[src/rtl/tcm_axi_pkg.sv]
// Shared definitions for the TCM AXI test IP: FSM states, control/status
// field positions, LFSR polynomial and a width helper.
package tcm_axi_pkg;

  typedef enum logic [1:0] {
    ST_INIT = 2'd0,
    ST_IDLE = 2'd1,
    ST_SEND = 2'd2
  } state_t;

  localparam int unsigned CTRL_START_BIT = 0;
  localparam int unsigned CTRL_MODE_BIT  = 1;
  localparam int unsigned CTRL_LEN_LSB   = 4;
  localparam int unsigned CTRL_LEN_W     = 3;
  localparam int unsigned CTRL_SEED_LSB  = 16;
  localparam int unsigned SEED_W         = 16;

  localparam int unsigned STAT_BUSY_BIT      = 0;
  localparam int unsigned STAT_INIT_DONE_BIT = 1;
  localparam int unsigned STAT_WORDS_LSB     = 8;
  localparam int unsigned STAT_WORDS_W       = 8;
  localparam int unsigned STAT_PKTS_LSB      = 16;

  localparam int unsigned WORD_CNT_W = 4;
  localparam int unsigned PKT_CNT_W  = 16;

  localparam logic [31:0] LFSR_MASK = 32'h8020_0003;

  // Bits needed to count 0..value-1 (at least one bit).
  function automatic int unsigned clogb2(input int unsigned value);
    int unsigned r;
    r = 0;
    while ((64'd1 << r) < 64'(value)) r++;
    return (r == 0) ? 1 : r;
  endfunction

endpackage

[src/rtl/tcm_payload_gen.sv]
// Payload word register: loads the seed word at packet start and steps to
// the next increment/LFSR value on each accepted transfer.
module tcm_payload_gen
  import tcm_axi_pkg::*;
#(
  parameter int unsigned DATA_W = 32
) (
  input  logic              clk,
  input  logic              rst,
  input  logic              load,
  input  logic              mode,
  input  logic [SEED_W-1:0] seed,
  input  logic              advance,
  input  logic              clear,
  output logic [DATA_W-1:0] data
);

  logic              mode_q;
  logic [DATA_W-1:0] seed_word_c;
  logic [DATA_W-1:0] next_word_c;

  // LFSR never starts from the all-zero lock-up state.
  always_comb begin
    seed_word_c = DATA_W'(seed);
    if (mode && (seed == '0)) seed_word_c = DATA_W'(1);
  end

  always_comb begin
    next_word_c = data + DATA_W'(1);
    if (mode_q) begin
      next_word_c = data >> 1;
      if (data[0]) next_word_c = (data >> 1) ^ DATA_W'(LFSR_MASK);
    end
  end

  always_ff @(posedge clk or posedge rst) begin
    if (rst) begin
      mode_q <= 1'b0;
      data   <= '0;
    end else if (load) begin
      mode_q <= mode;
      data   <= seed_word_c;
    end else if (clear) begin
      data   <= '0;
    end else if (advance) begin
      data   <= next_word_c;
    end
  end

endmodule

[src/rtl/tcm_axis_packet_source.sv]
// AXI-Stream packet source: waits out a post-reset delay, then emits one
// 1..N word packet per rising edge of the control start bit.
module tcm_axis_packet_source
  import tcm_axi_pkg::*;
#(
  parameter int unsigned C_M_AXIS_TDATA_WIDTH   = 32,
  parameter int unsigned C_M_START_COUNT        = 32,
  parameter int unsigned NUMBER_OF_OUTPUT_WORDS = 8
) (
  input  logic                              M_AXIS_ACLK,
  input  logic                              M_AXIS_ARESET,
  input  logic [31:0]                       USR_tcm_control,
  output logic [31:0]                       USR_tcm_status,
  output logic                              M_AXIS_TVALID,
  output logic [C_M_AXIS_TDATA_WIDTH-1:0]   M_AXIS_TDATA,
  output logic [C_M_AXIS_TDATA_WIDTH/8-1:0] M_AXIS_TSTRB,
  output logic                              M_AXIS_TLAST,
  input  logic                              M_AXIS_TREADY
);

  localparam int unsigned INIT_CNT_W = clogb2(C_M_START_COUNT);
  localparam logic [INIT_CNT_W-1:0] INIT_LAST = INIT_CNT_W'(C_M_START_COUNT - 1);
  localparam logic [WORD_CNT_W-1:0] MAX_LEN   = WORD_CNT_W'(NUMBER_OF_OUTPUT_WORDS);

  state_t                  state_q, state_d;
  logic [INIT_CNT_W-1:0]   init_cnt_q, init_cnt_d;
  logic                    start_q, start_d;
  logic [WORD_CNT_W-1:0]   word_cnt_q, word_cnt_d;
  logic [WORD_CNT_W-1:0]   len_q, len_d;
  logic [PKT_CNT_W-1:0]    pkt_cnt_q, pkt_cnt_d;
  logic                    busy_q, busy_d;
  logic                    init_done_q, init_done_d;
  logic                    tvalid_q, tvalid_d;
  logic                    tlast_q, tlast_d;

  logic                    start_edge_c;
  logic                    xfer_c;
  logic                    load_c;
  logic                    advance_c;
  logic                    clear_c;
  logic [WORD_CNT_W-1:0]   len_raw_c;
  logic [WORD_CNT_W-1:0]   len_c;
  logic                    unused_ctrl_c;

  assign unused_ctrl_c = ^{USR_tcm_control[15:7], USR_tcm_control[3:2]};

  assign start_edge_c = USR_tcm_control[CTRL_START_BIT] && !start_q;
  assign xfer_c       = tvalid_q && M_AXIS_TREADY;
  assign len_raw_c    = WORD_CNT_W'(USR_tcm_control[CTRL_LEN_LSB +: CTRL_LEN_W]) + WORD_CNT_W'(1);
  assign len_c        = (len_raw_c > MAX_LEN) ? MAX_LEN : len_raw_c;

  // Next-state and registered-output logic.
  always_comb begin
    state_d     = state_q;
    init_cnt_d  = init_cnt_q;
    start_d     = USR_tcm_control[CTRL_START_BIT];
    word_cnt_d  = word_cnt_q;
    len_d       = len_q;
    pkt_cnt_d   = pkt_cnt_q;
    busy_d      = busy_q;
    init_done_d = init_done_q;
    tvalid_d    = tvalid_q;
    tlast_d     = tlast_q;
    load_c      = 1'b0;
    advance_c   = 1'b0;
    clear_c     = 1'b0;

    case (state_q)
      ST_INIT: begin
        if (init_cnt_q == INIT_LAST) begin
          state_d     = ST_IDLE;
          init_done_d = 1'b1;
        end else begin
          init_cnt_d = init_cnt_q + INIT_CNT_W'(1);
        end
      end
      ST_IDLE: begin
        if (start_edge_c) begin
          state_d    = ST_SEND;
          load_c     = 1'b1;
          len_d      = len_c;
          word_cnt_d = '0;
          busy_d     = 1'b1;
          tvalid_d   = 1'b1;
          tlast_d    = (len_c == WORD_CNT_W'(1));
        end
      end
      ST_SEND: begin
        if (xfer_c) begin
          word_cnt_d = word_cnt_q + WORD_CNT_W'(1);
          if (tlast_q) begin
            state_d   = ST_IDLE;
            busy_d    = 1'b0;
            tvalid_d  = 1'b0;
            tlast_d   = 1'b0;
            clear_c   = 1'b1;
            pkt_cnt_d = pkt_cnt_q + PKT_CNT_W'(1);
          end else begin
            advance_c = 1'b1;
            // The word after this one is last when its index equals len-1.
            tlast_d   = ((word_cnt_q + WORD_CNT_W'(2)) == len_q);
          end
        end
      end
      default: state_d = ST_INIT;
    endcase
  end

  always_ff @(posedge M_AXIS_ACLK or posedge M_AXIS_ARESET) begin
    if (M_AXIS_ARESET) begin
      state_q     <= ST_INIT;
      init_cnt_q  <= '0;
      start_q     <= 1'b0;
      word_cnt_q  <= '0;
      len_q       <= '0;
      pkt_cnt_q   <= '0;
      busy_q      <= 1'b0;
      init_done_q <= 1'b0;
      tvalid_q    <= 1'b0;
      tlast_q     <= 1'b0;
    end else begin
      state_q     <= state_d;
      init_cnt_q  <= init_cnt_d;
      start_q     <= start_d;
      word_cnt_q  <= word_cnt_d;
      len_q       <= len_d;
      pkt_cnt_q   <= pkt_cnt_d;
      busy_q      <= busy_d;
      init_done_q <= init_done_d;
      tvalid_q    <= tvalid_d;
      tlast_q     <= tlast_d;
    end
  end

  tcm_payload_gen #(
    .DATA_W (C_M_AXIS_TDATA_WIDTH)
  ) u_payload_gen (
    .clk     (M_AXIS_ACLK),
    .rst     (M_AXIS_ARESET),
    .load    (load_c),
    .mode    (USR_tcm_control[CTRL_MODE_BIT]),
    .seed    (USR_tcm_control[CTRL_SEED_LSB +: SEED_W]),
    .advance (advance_c),
    .clear   (clear_c),
    .data    (M_AXIS_TDATA)
  );

  assign M_AXIS_TVALID = tvalid_q;
  assign M_AXIS_TLAST  = tlast_q;
  assign M_AXIS_TSTRB  = {(C_M_AXIS_TDATA_WIDTH/8){tvalid_q}};

  // Status word is a straight map of registered state.
  always_comb begin
    USR_tcm_status                                     = '0;
    USR_tcm_status[STAT_BUSY_BIT]                      = busy_q;
    USR_tcm_status[STAT_INIT_DONE_BIT]                 = init_done_q;
    USR_tcm_status[STAT_WORDS_LSB +: STAT_WORDS_W]     = STAT_WORDS_W'(word_cnt_q);
    USR_tcm_status[STAT_PKTS_LSB +: PKT_CNT_W]         = pkt_cnt_q;
  end

endmodule
[config.mk]
export PLATFORM = sky130hd
export DESIGN_NAME = tcm_axis_packet_source
export DESIGN_NICKNAME = d
export VERILOG_FILES = /design/src/rtl/tcm_axi_pkg.sv /design/src/rtl/tcm_payload_gen.sv /design/src/rtl/tcm_axis_packet_source.sv
export SDC_FILE = /design/constraint.sdc
export NUM_CORES = 1
export LEC_CHECK = 0
export ABC_AREA = 1
export BUFFER_PORTS_ARGS = -buffer_cell sky130_fd_sc_hd__buf_4
export CAP_MARGIN = 20
export CORE_MARGIN = 1
export CORE_UTILIZATION = 55
export DETAILED_ROUTE_END_ITERATION = 10
export PLACE_DENSITY_LB_ADDON = 0.2
export SETUP_SLACK_MARGIN = 0.05
export SYNTH_ARGS = -nofsm -noshare
export SYNTH_HDL_FRONTEND = slang
export SYNTH_SLANG_ARGS = --single-unit
[constraint.sdc]
create_clock -name M_AXIS_ACLK -period 3.7 [get_ports M_AXIS_ACLK]
set_clock_uncertainty 0.15 [all_clocks]
set_input_delay 0.185 -clock M_AXIS_ACLK [delete_from_list [all_inputs] [get_ports M_AXIS_ACLK]]
set_output_delay 0.185 -clock M_AXIS_ACLK [all_outputs]
set_load 0.01 [all_outputs]
== Word level (Yosys, flattened, before mapping) ==
Cells that the tools add are included.
Widths: inputs -> output; s select.

* Output and inout port bits: 70
* Register bits after elaboration: 68
* Word-level logic and storage cells: 75

* $add $sub $neg: 6
* Reductions and logical operators: 15
* Bitwise operators: 2
* Equal/unequal tests: 9
* Muxes and demuxes: 31
* $lt $le $gt $ge: 1

{| class="wikitable"
|+ Operators by type and width
! cell !! number
|-
| $mux 32 || 5
|-
| $add 32x1->32 const B || 1
|-
| $add 16x1->16 const B || 1
|-
| $logic_not 16->1 || 1
|-
| $mux 16 || 1
|-
| $mux 1 || 14
|-
| $mux 4 || 3
|-
| $mux 2 || 4
|-
| $ne 2x2->1 const B || 4
|-
| $pmux 4 s2 || 1
|-
| $reduce_and 4->1 || 2
|-
| $pmux 2 s3 || 1
|-
| $reduce_and 2->1 || 3
|-
| $reduce_and 3->1 || 2
|-
| $add 5x1->5 const B || 1
|-
| $eq 5x5->1 const B || 1
|-
| $add 3x1->4 const B || 1
|-
| $add 4x1->4 const B || 1
|-
| $add 4x2->4 const B || 1
|-
| $eq 4x1->1 const B || 1
|-
| $eq 4x4->1 || 1
|-
| $gt 4x4->1 const B || 1
|-
| $not 3->4 || 1
|-
| $pmux 1 s2 || 2
|-
| other kinds (8) || 10
|}

== Depth between registers and ports, before layout ==
Gate-level depths: netlist (run 1).

* Depth in word-level cells: 6
* Depth in mapped cells: 11
* Gate-level depth less buffers: 11

== Cells and area by module ==
Synthesis (run 1) repeated with hierarchy kept, for this count alone.

* Cell total of the unflattened synthesis: 733
* Area total of the unflattened synthesis: 4882.2 um^2

{| class="wikitable"
|+ Modules (own cells, without submodules)
! module !! cells each !! sequential area each (um^2) !! instances !! area an instance (um^2)
|-
| tcm_payload_gen || 484 || 825.8 || 1 || 2819.0
|-
| tcm_axis_packet_source || 249 || 875.8 || 1 || 2063.2
|}

== Worst setup path before layout (run 1) ==
No wires, ideal clock.

* Path type: register -> register
* From: reg init_cnt_q[0]
* To: reg init_cnt_q[3]
* Buffers on the path: 0
* Arrival: 1.720 ns
* Stages on the path, launching flop included: 7
* Slack: 1.707 ns
* Cells stage by stage: dfrtp_1 ha_1 and3_1 ha_1 nor3_1 nand4_1 xnor2_1

* Longest elaborated chain between the ends: 3

{| class="wikitable"
|+ RTL lines
! item !! RTL line !! RTL
|-
| start, declared || tcm_axis_packet_source.sv:26 || <nowiki>logic [INIT_CNT_W-1:0] init_cnt_q, init_cnt_d;</nowiki>
|-
| start signal, assigned || tcm_axis_packet_source.sv:123 || <nowiki>init_cnt_q <= init_cnt_d;</nowiki>
|-
| branches (longest 3 deep; another with $add 5x1->5) || - ||
|}

Several ways; the timed one is not identified.
A chain may end at the register's enable or synchronous reset.

== Worst setup path after layout (run 1) ==
Ends and elaborated chain as after synthesis.

==> results of run 1 <==
-- synth_stat cells, types with 4 or more instances --
library cell    n
a21oi_1        31
a21oi_2         8
buf_2           6
buf_4          16
clkbuf_1        7
dfrtp_1        68
ha_1            7
inv_1          79
nand2_1       238
nand2_2         4
nand3_1        50
nand4_1         7
nor2_1         81
nor2_4          5
nor3_1          7
o21ai_0        33
xnor2_1         9
xor2_1         15
-- logic make-up after synthesis --
| family | count (synthesis) | share of synthesized area |
|---|---|---|
| xor gates and xnor gates | 24 | 0.04471 |
| AOI/OAI and AO/OA | 80 | 0.09633 |
| DFF | 68 | 0.3619 |
| buffers and inverters | 112 | 0.1059 |
| adders and majority gates | 7 | 0.01863 |
| and+or+nand+nor | 408 | 0.3717 |
| other | 1 | 0.0007975 |
-- timing repair --
item | CTS | global route
endpoints found under the hold margin | 46 | 0
gates resized for setup | 0 | 0
hold buffers | 7 | 0
-- flip-flops by register name (all words and copies together) (netlist names) --
signal,count
u_payload_gen.data,32
pkt_cnt_q,16
init_cnt_q,5
len_q,4
word_cnt_q,4
state_q,2
M_AXIS_TLAST,1
M_AXIS_TVALID,1
init_done_q,1
start_q,1
u_payload_gen.mode_q,1
-- per-stage QoR --
stage	instance area, µm²	cells	util	worst slack [ns]	hold slack (ns)
finish	5610	893	0.6794	1.295	0.01202
detailed placement	5325	870	0.6448	1.297	0.1578
CTS	5610	893	0.6794	1.300	0.001695
global placement	5325	870	0.6448	1.436	0.1574
global route	5610	893	0.6794	1.130	0.03757
floorplan	4736	709	-	1.653	0.06643
-- layer usage --
metal	wire, µm	global-route usage	vias up	part of all wire
li1	-	-	2341	-
met1	5137	0.3579	2174	0.42
met2	6026	0.4921	180	0.50
met3	692	0.04589	23	0.057
met4	233	0.1061	0	0.019
met5	0	0	-	0
-- power breakdown --
part           switching [mW]  leakage [nW]  internal [mW]  total (mW)
Clock                   0.322         0.111          0.381       0.703
Combinational            1.08          1.97          0.724        1.81
Sequential              0.353         0.852          0.987        1.34
Total                    1.76          2.93           2.09        3.85
-- worst max-delay path: stages, from the launching register on --
cell	delay [ns]
dfrtp_1	0.42
ha_1	0.22
and3_1	0.19
ha_1	0.21
nor3_1	0.68
nand4_1	0.24
xnor2_1	0.19
-- placed cells by master (no fill, tap or decap), drive strengths merged --
master and count:
dfrtp 68, o22ai 2, a31oi 1, nor3b 2, xor2 15, ha 7
bufinv 2, nand4 8, o21ai 34, and3 1, inv 83, clkinv 3
nor2 89, nand3 53, nor3 8, dlygate4sd3 7, a21oi 39, clkbuf 10
buf 86, o21a 1, nand2 245, o221ai 1, conb 10, a31o 1
xnor2 9, or2 1, nand3b 1, a211oi 1
-- layout make-up --
| class | count | area share |
|---|---|---|
| Multi-Input combinational cell | 529 | 0.4521 |
| Sequential cell | 68 | 0.3033 |
| Timing Repair Buffer | 93 | 0.1276 |
| Inverter | 82 | 0.05531 |
| Tap cell | 105 | 0.02342 |
| Clock buffer | 10 | 0.02275 |
| Clock inverter | 6 | 0.01561 |
-- worst max path at each step --
stage	to	slack, ns	cells past startpoint
after CTS	init_cnt_q[3]	1.30	6
after detailed placement	init_cnt_q[3]	1.30	6
after floorplan	M_AXIS_TLAST	1.65	1
final	init_cnt_q[3]	1.29	6
after global routing	u_payload_gen.data[8]	1.13	10
after global placement	init_cnt_q[3]	1.44	6
==> impl_metrics.py, run 1 <==
metrics = {
    "detailed_routing": {
        "avgRoutedWirePerCell_um": 13.54,
        "drt_iter0_drc": 263,
        "drc": 0,
        "drt_wl_total_um": 12090,
        "via_count": 4718,
        "antenna_left": 0,
        "vias_per_cell": 5.283,
        "drtPass1Iterations": 5,
    },
    "hold_path": {
        "whs_endpoint": "u_payload_gen.data[4]",
        "whs_path_depth": 3,
        "hp-class": "in -> reg",
        "min_from": "USR_tcm_control[20]",
    },
    "floorplan": {
        "die-width_um": 94.46,
        "start_util": 0.5694,
        "fp-row-count": 33,
        "core_area_um2": 8258,
        "io_pins": 105,
        "die_area_um2": 8923,
        "die_h_um": 94.46,
    },
    "cells_and_area": {
        "regArea_um2": 1702,
        "nNetsFinal": 825,
        "drive_gt1_frac": 0.1726,
        "area_growth_pct": 19.32,
        "fillers": 769,
        "multi_input_area_um2": 2536,
        "num_antenna_cells": 0,
    },
    "place": {
        "gp_routability_congestion": 0.9013,
        "dp_hpwl_um": 9049,
        "portBuffers": 83,
    },
    "timing": {
        "fmax_mhz": 415.8,
        "final-hold-violation-count": 0,
        "relSlewSlack": 0.2720,
        "finalMaxSlewViolations": 0,
        "setup_violations": 0,
        "fin_crit_sh": 0.6500,
        "fin_crit_ns": 2.405,
        "worst_pin_slew_ns": 1.091,
        "final.setup.tns_ns": 0,
        "grt_setup_unrepaired": "false",
    },
    "setup_path": {
        "r2r_start": "init_cnt_q[0]",
        "required_ns": 3.80,
        "setup.worst_path.start": "init_cnt_q[0]",
        "cp.arrival_ns": 2.51,
        "reg2reg_depth": 6,
        "r2r_slack_ns": 1.29,
        "r2r-end": "init_cnt_q[3]",
        "crit_type": "reg -> reg",
        "end_kind": "flop",
        "crit_fanout": 7,
        "critPathLaunchType": "flop",
    },
    "global_route": {
        "grt_pass1_vias": 4355,
        "grt_pass1_wl_um": 19870,
        "grt_overflow": 0,
        "grt_use_total": 0.2850,
        "antenna_found_initial": 0,
        "grt_max_degree": 41,
    },
    "power_and_ir_drop": {
        "finalPower_mw": 3.850,
        "power_density_nw_per_um2": 686.3,
        "p_leak_nw": 2.928,
        "ir_worst_vdd_mv": 0.3903,
    },
    "clocking": {
        "cts_sinks": 68,
        "cts_tree": "yes",
        "cts_root_buf": "clkbuf_8",
        "clk_latency_ns": 0.36,
        "h-tree-depth": 3,
        "clk_pin_slew_ns": 0.08,
        "cts_made_buffers": 9,
        "clk_path_buf_depth": 2,
        "cts_setup_buffers": 0,
    },
    "synthesis": {
        "synth_edf_count": 0,
        "syn-cell-area_um2": 4702,
        "yosysTopAreaCellShare": 0.3619,
        "ys_seq_elements": 68,
        "syn-instance-count": 700,
        "ys_top_cells_by_area": "dfrtp_1 (36%), nand2_1 (19%), nor2_1 (6.5%)",
        "synth_top_area_cell": "dfrtp_1",
        "synth.distinct_cells": 39,
        "postSynthAreaPerCell_um2": 6.717,
        "ys_seq_area_frac": 0.3619,
        "ys.flop_type": "dfrtp_1",
        "yosys_warnings": 0,
        "async_flop_share": 1.000,
    },
    "run_status": {
        "status": "finished, final reports clean",
    },
    "job": {
        "drv.max_cap_violation_count": 0,
    },
}
(Power assumes the default switching activity.)
==> inputs of run 2 (changes only) <==
--- a/config.mk
+++ b/config.mk
@@ -9,7 +9,7 @@
 export BUFFER_PORTS_ARGS = -buffer_cell sky130_fd_sc_hd__buf_4
 export CAP_MARGIN = 20
 export CORE_MARGIN = 1
-export CORE_UTILIZATION = 55
+export CORE_UTILIZATION = 50
 export DETAILED_ROUTE_END_ITERATION = 10
 export PLACE_DENSITY_LB_ADDON = 0.2
 export SETUP_SLACK_MARGIN = 0.05
==> constraint.sdc (replaced) <==
create_clock -name M_AXIS_ACLK -period 2 [get_ports M_AXIS_ACLK]
set_clock_uncertainty 0.15 [all_clocks]
set_input_delay 0.1 -clock M_AXIS_ACLK [delete_from_list [all_inputs] [get_ports M_AXIS_ACLK]]
set_output_delay 0.1 -clock M_AXIS_ACLK [all_outputs]
set_load 0.01 [all_outputs]
==> impl_metrics.py, run 2 (synthesis results as in run 1) <==
metrics = {
    "timing": {
        "grt_setup_unrepaired": "true",
        "fin_crit_ns": 1.848,
        "fin_crit_sh": 0.9241,
        "final-hold-violation-count": 0,
        "final.setup.tns_ns": 0,
        "fmax_mhz": 541.0,
        "relSlewSlack": 0.5900,
        "worst_pin_slew_ns": 0.6138,
        "finalMaxSlewViolations": 0,
        "setup_violations": 0,
    },
    "detailed_routing": {
        "m1WireLength_um": 5373,
        "drtPass1Iterations": 5,
        "avgRoutedWirePerCell_um": 13.57,
        "vias_per_cell": 5.277,
        "highest_layer": "met4",
        "drt_wl_total_um": 12580,
        "drc": 0,
        "dr_wl_met2_um": 6074,
        "antenna_left": 0,
        "via_count": 4892,
        "wl_met3_um": 819,
        "drt_iter0_drc": 243,
    },
    "global_route": {
        "grt_pass1_vias": 4661,
        "grt_pass1_wl_um": 21150,
        "grt_use_total": 0.2709,
        "grt_max_degree": 34,
        "antenna_found_initial": 0,
        "grt_overflow": 0,
    },
    "clocking": {
        "cts_root_buf": "clkbuf_8",
        "clk_pin_slew_ns": 0.08,
        "cts_made_buffers": 9,
        "clk_latency_ns": 0.35,
        "cts_sinks": 68,
        "clk_path_buf_depth": 2,
        "cts_tree": "yes",
        "h-tree-depth": 3,
    },
    "place": {
        "gp_routability_congestion": 0.9314,
        "portBuffers": 83,
        "dp_hpwl_um": 9316,
    },
    "setup_path": {
        "crit_type": "reg -> reg",
        "critPathLaunchType": "flop",
        "required_ns": 2.10,
        "cp.arrival_ns": 1.95,
        "crit_fanout": 5,
        "setup.worst_path.start": "u_payload_gen.data[1]",
        "r2r_start": "u_payload_gen.data[1]",
        "end_kind": "flop",
    },
    "run_status": {
        "status": "finished, final reports clean",
    },
    "power_and_ir_drop": {
        "p_leak_nw": 3.051,
        "power_density_nw_per_um2": 1227,
        "ir_worst_vdd_mv": 0.6392,
        "finalPower_mw": 7.248,
    },
    "cells_and_area": {
        "area_growth_pct": 25.68,
        "nNetsFinal": 853,
        "drive_gt1_frac": 0.1973,
        "largest_reg_flops": 32,
        "layout_commonest_cell": "nand2_1",
        "fillers": 817,
        "reg_top3": "u_payload_gen.data x32, pkt_cnt_q x16, init_cnt_q x5",
        "num_antenna_cells": 0,
        "final_cell_mix": "nand2_1 (237), buf_4 (101), inv_1 (78), nor2_1 (76), dfrtp_1 (68)",
        "regMostFlops": "u_payload_gen.data",
    },
    "floorplan": {
        "start_util": 0.5137,
        "io_pins": 105,
        "die_area_um2": 9796,
        "core_area_um2": 9153,
        "die_h_um": 98.98,
        "die-width_um": 98.98,
        "fp-row-count": 35,
    },
    "job": {
        "drv.max_cap_violation_count": 0,
    },
    "hold_path": {
        "min_from": "USR_tcm_control[17]",
        "hp-class": "in -> reg",
    },
}
## run 2: changes by cell type in the layout (fill, tap and decap cells not counted), sizes merged
cell,before,now
dlygate4sd3,7,18
buf,86,103
clkinvlp,0,2
clkinv,3,2
bufinv,2,1
## run 2: layer usage
| metal | track usage | up-vias |
|---|---|---|
| met1 | 0.3344 | 2277 |
| met3 | 0.05177 | 25 |
| met2 | 0.4685 | 190 |
| li1 | - | 2400 |
| met5 | 0 | - |
| met4 | 0.1033 | 0 |
## run 2: power breakdown
| part | internal [mW] | total, mW | switching, mW |
|---|---|---|---|
| registers | 1.83 | 2.45 | 0.627 |
| clock network | 0.590 | 1.19 | 0.598 |
| logic | 1.50 | 3.61 | 2.11 |
| total | 3.92 | 7.25 | 3.33 |
## run 2: worst paths after layout
kind	endpoint	cells past startpoint	slack, ns
min in group asynchronous	u_payload_gen.data[8]	3	0.22
hold reg to reg	init_cnt_q[3]	1	0.33
setup reg to reg	u_payload_gen.data[16]	10	0.15
setup / recovery	u_payload_gen.data[16]	10	0.15
hold / removal	u_payload_gen.data[1]	5	0.02
max in group asynchronous	u_payload_gen.data[21]	4	0.90
## run 2: timing repair
action / CTS / global route
setup endpoints to repair: 0 / 13
hold buffers: 18 / 0
resized for setup: 0 / 10
buffers inserted: 0 / 1
endpoints found under the hold margin: 42 / 0
## run 2: area by class of cell
type	instances	area, µm²	area share
multi-input cells	529	2576	0.4360
flip-flops and latches	68	1702	0.2880
repair buffers	121	978.4	0.1656
inverters	82	314.1	0.05314
well taps	111	138.9	0.02350
clock buffers	10	127.6	0.02160
clock inverters	6	72.57	0.01228
## run 2: through the flow
step	utilization	std cells	hold slack (ns)	worst slack, ns	instance area [µm²]
after floorplan	-	709	-0.01857	0.2034	4745
after global placement	0.5995	892	0.05561	0.1473	5487
after detailed placement	0.5995	892	0.06271	0.08735	5487
after CTS	0.6410	926	0.009110	0.07955	5867
after global routing	0.6457	927	0.05191	0.02329	5909
final	0.6457	927	0.02170	0.1517	5909
## run 2: critical path, cell delays in order, from the launching register on
cell,delay (ns)
dfrtp_1,0.41
ha_1,0.22
nand3_2,0.14
inv_1,0.15
nand2_2,0.11
nor2_2,0.18
nand2_1,0.09
nand2_1,0.07
nand2_1,0.05
o21ai_1,0.12
nand2_1,0.06
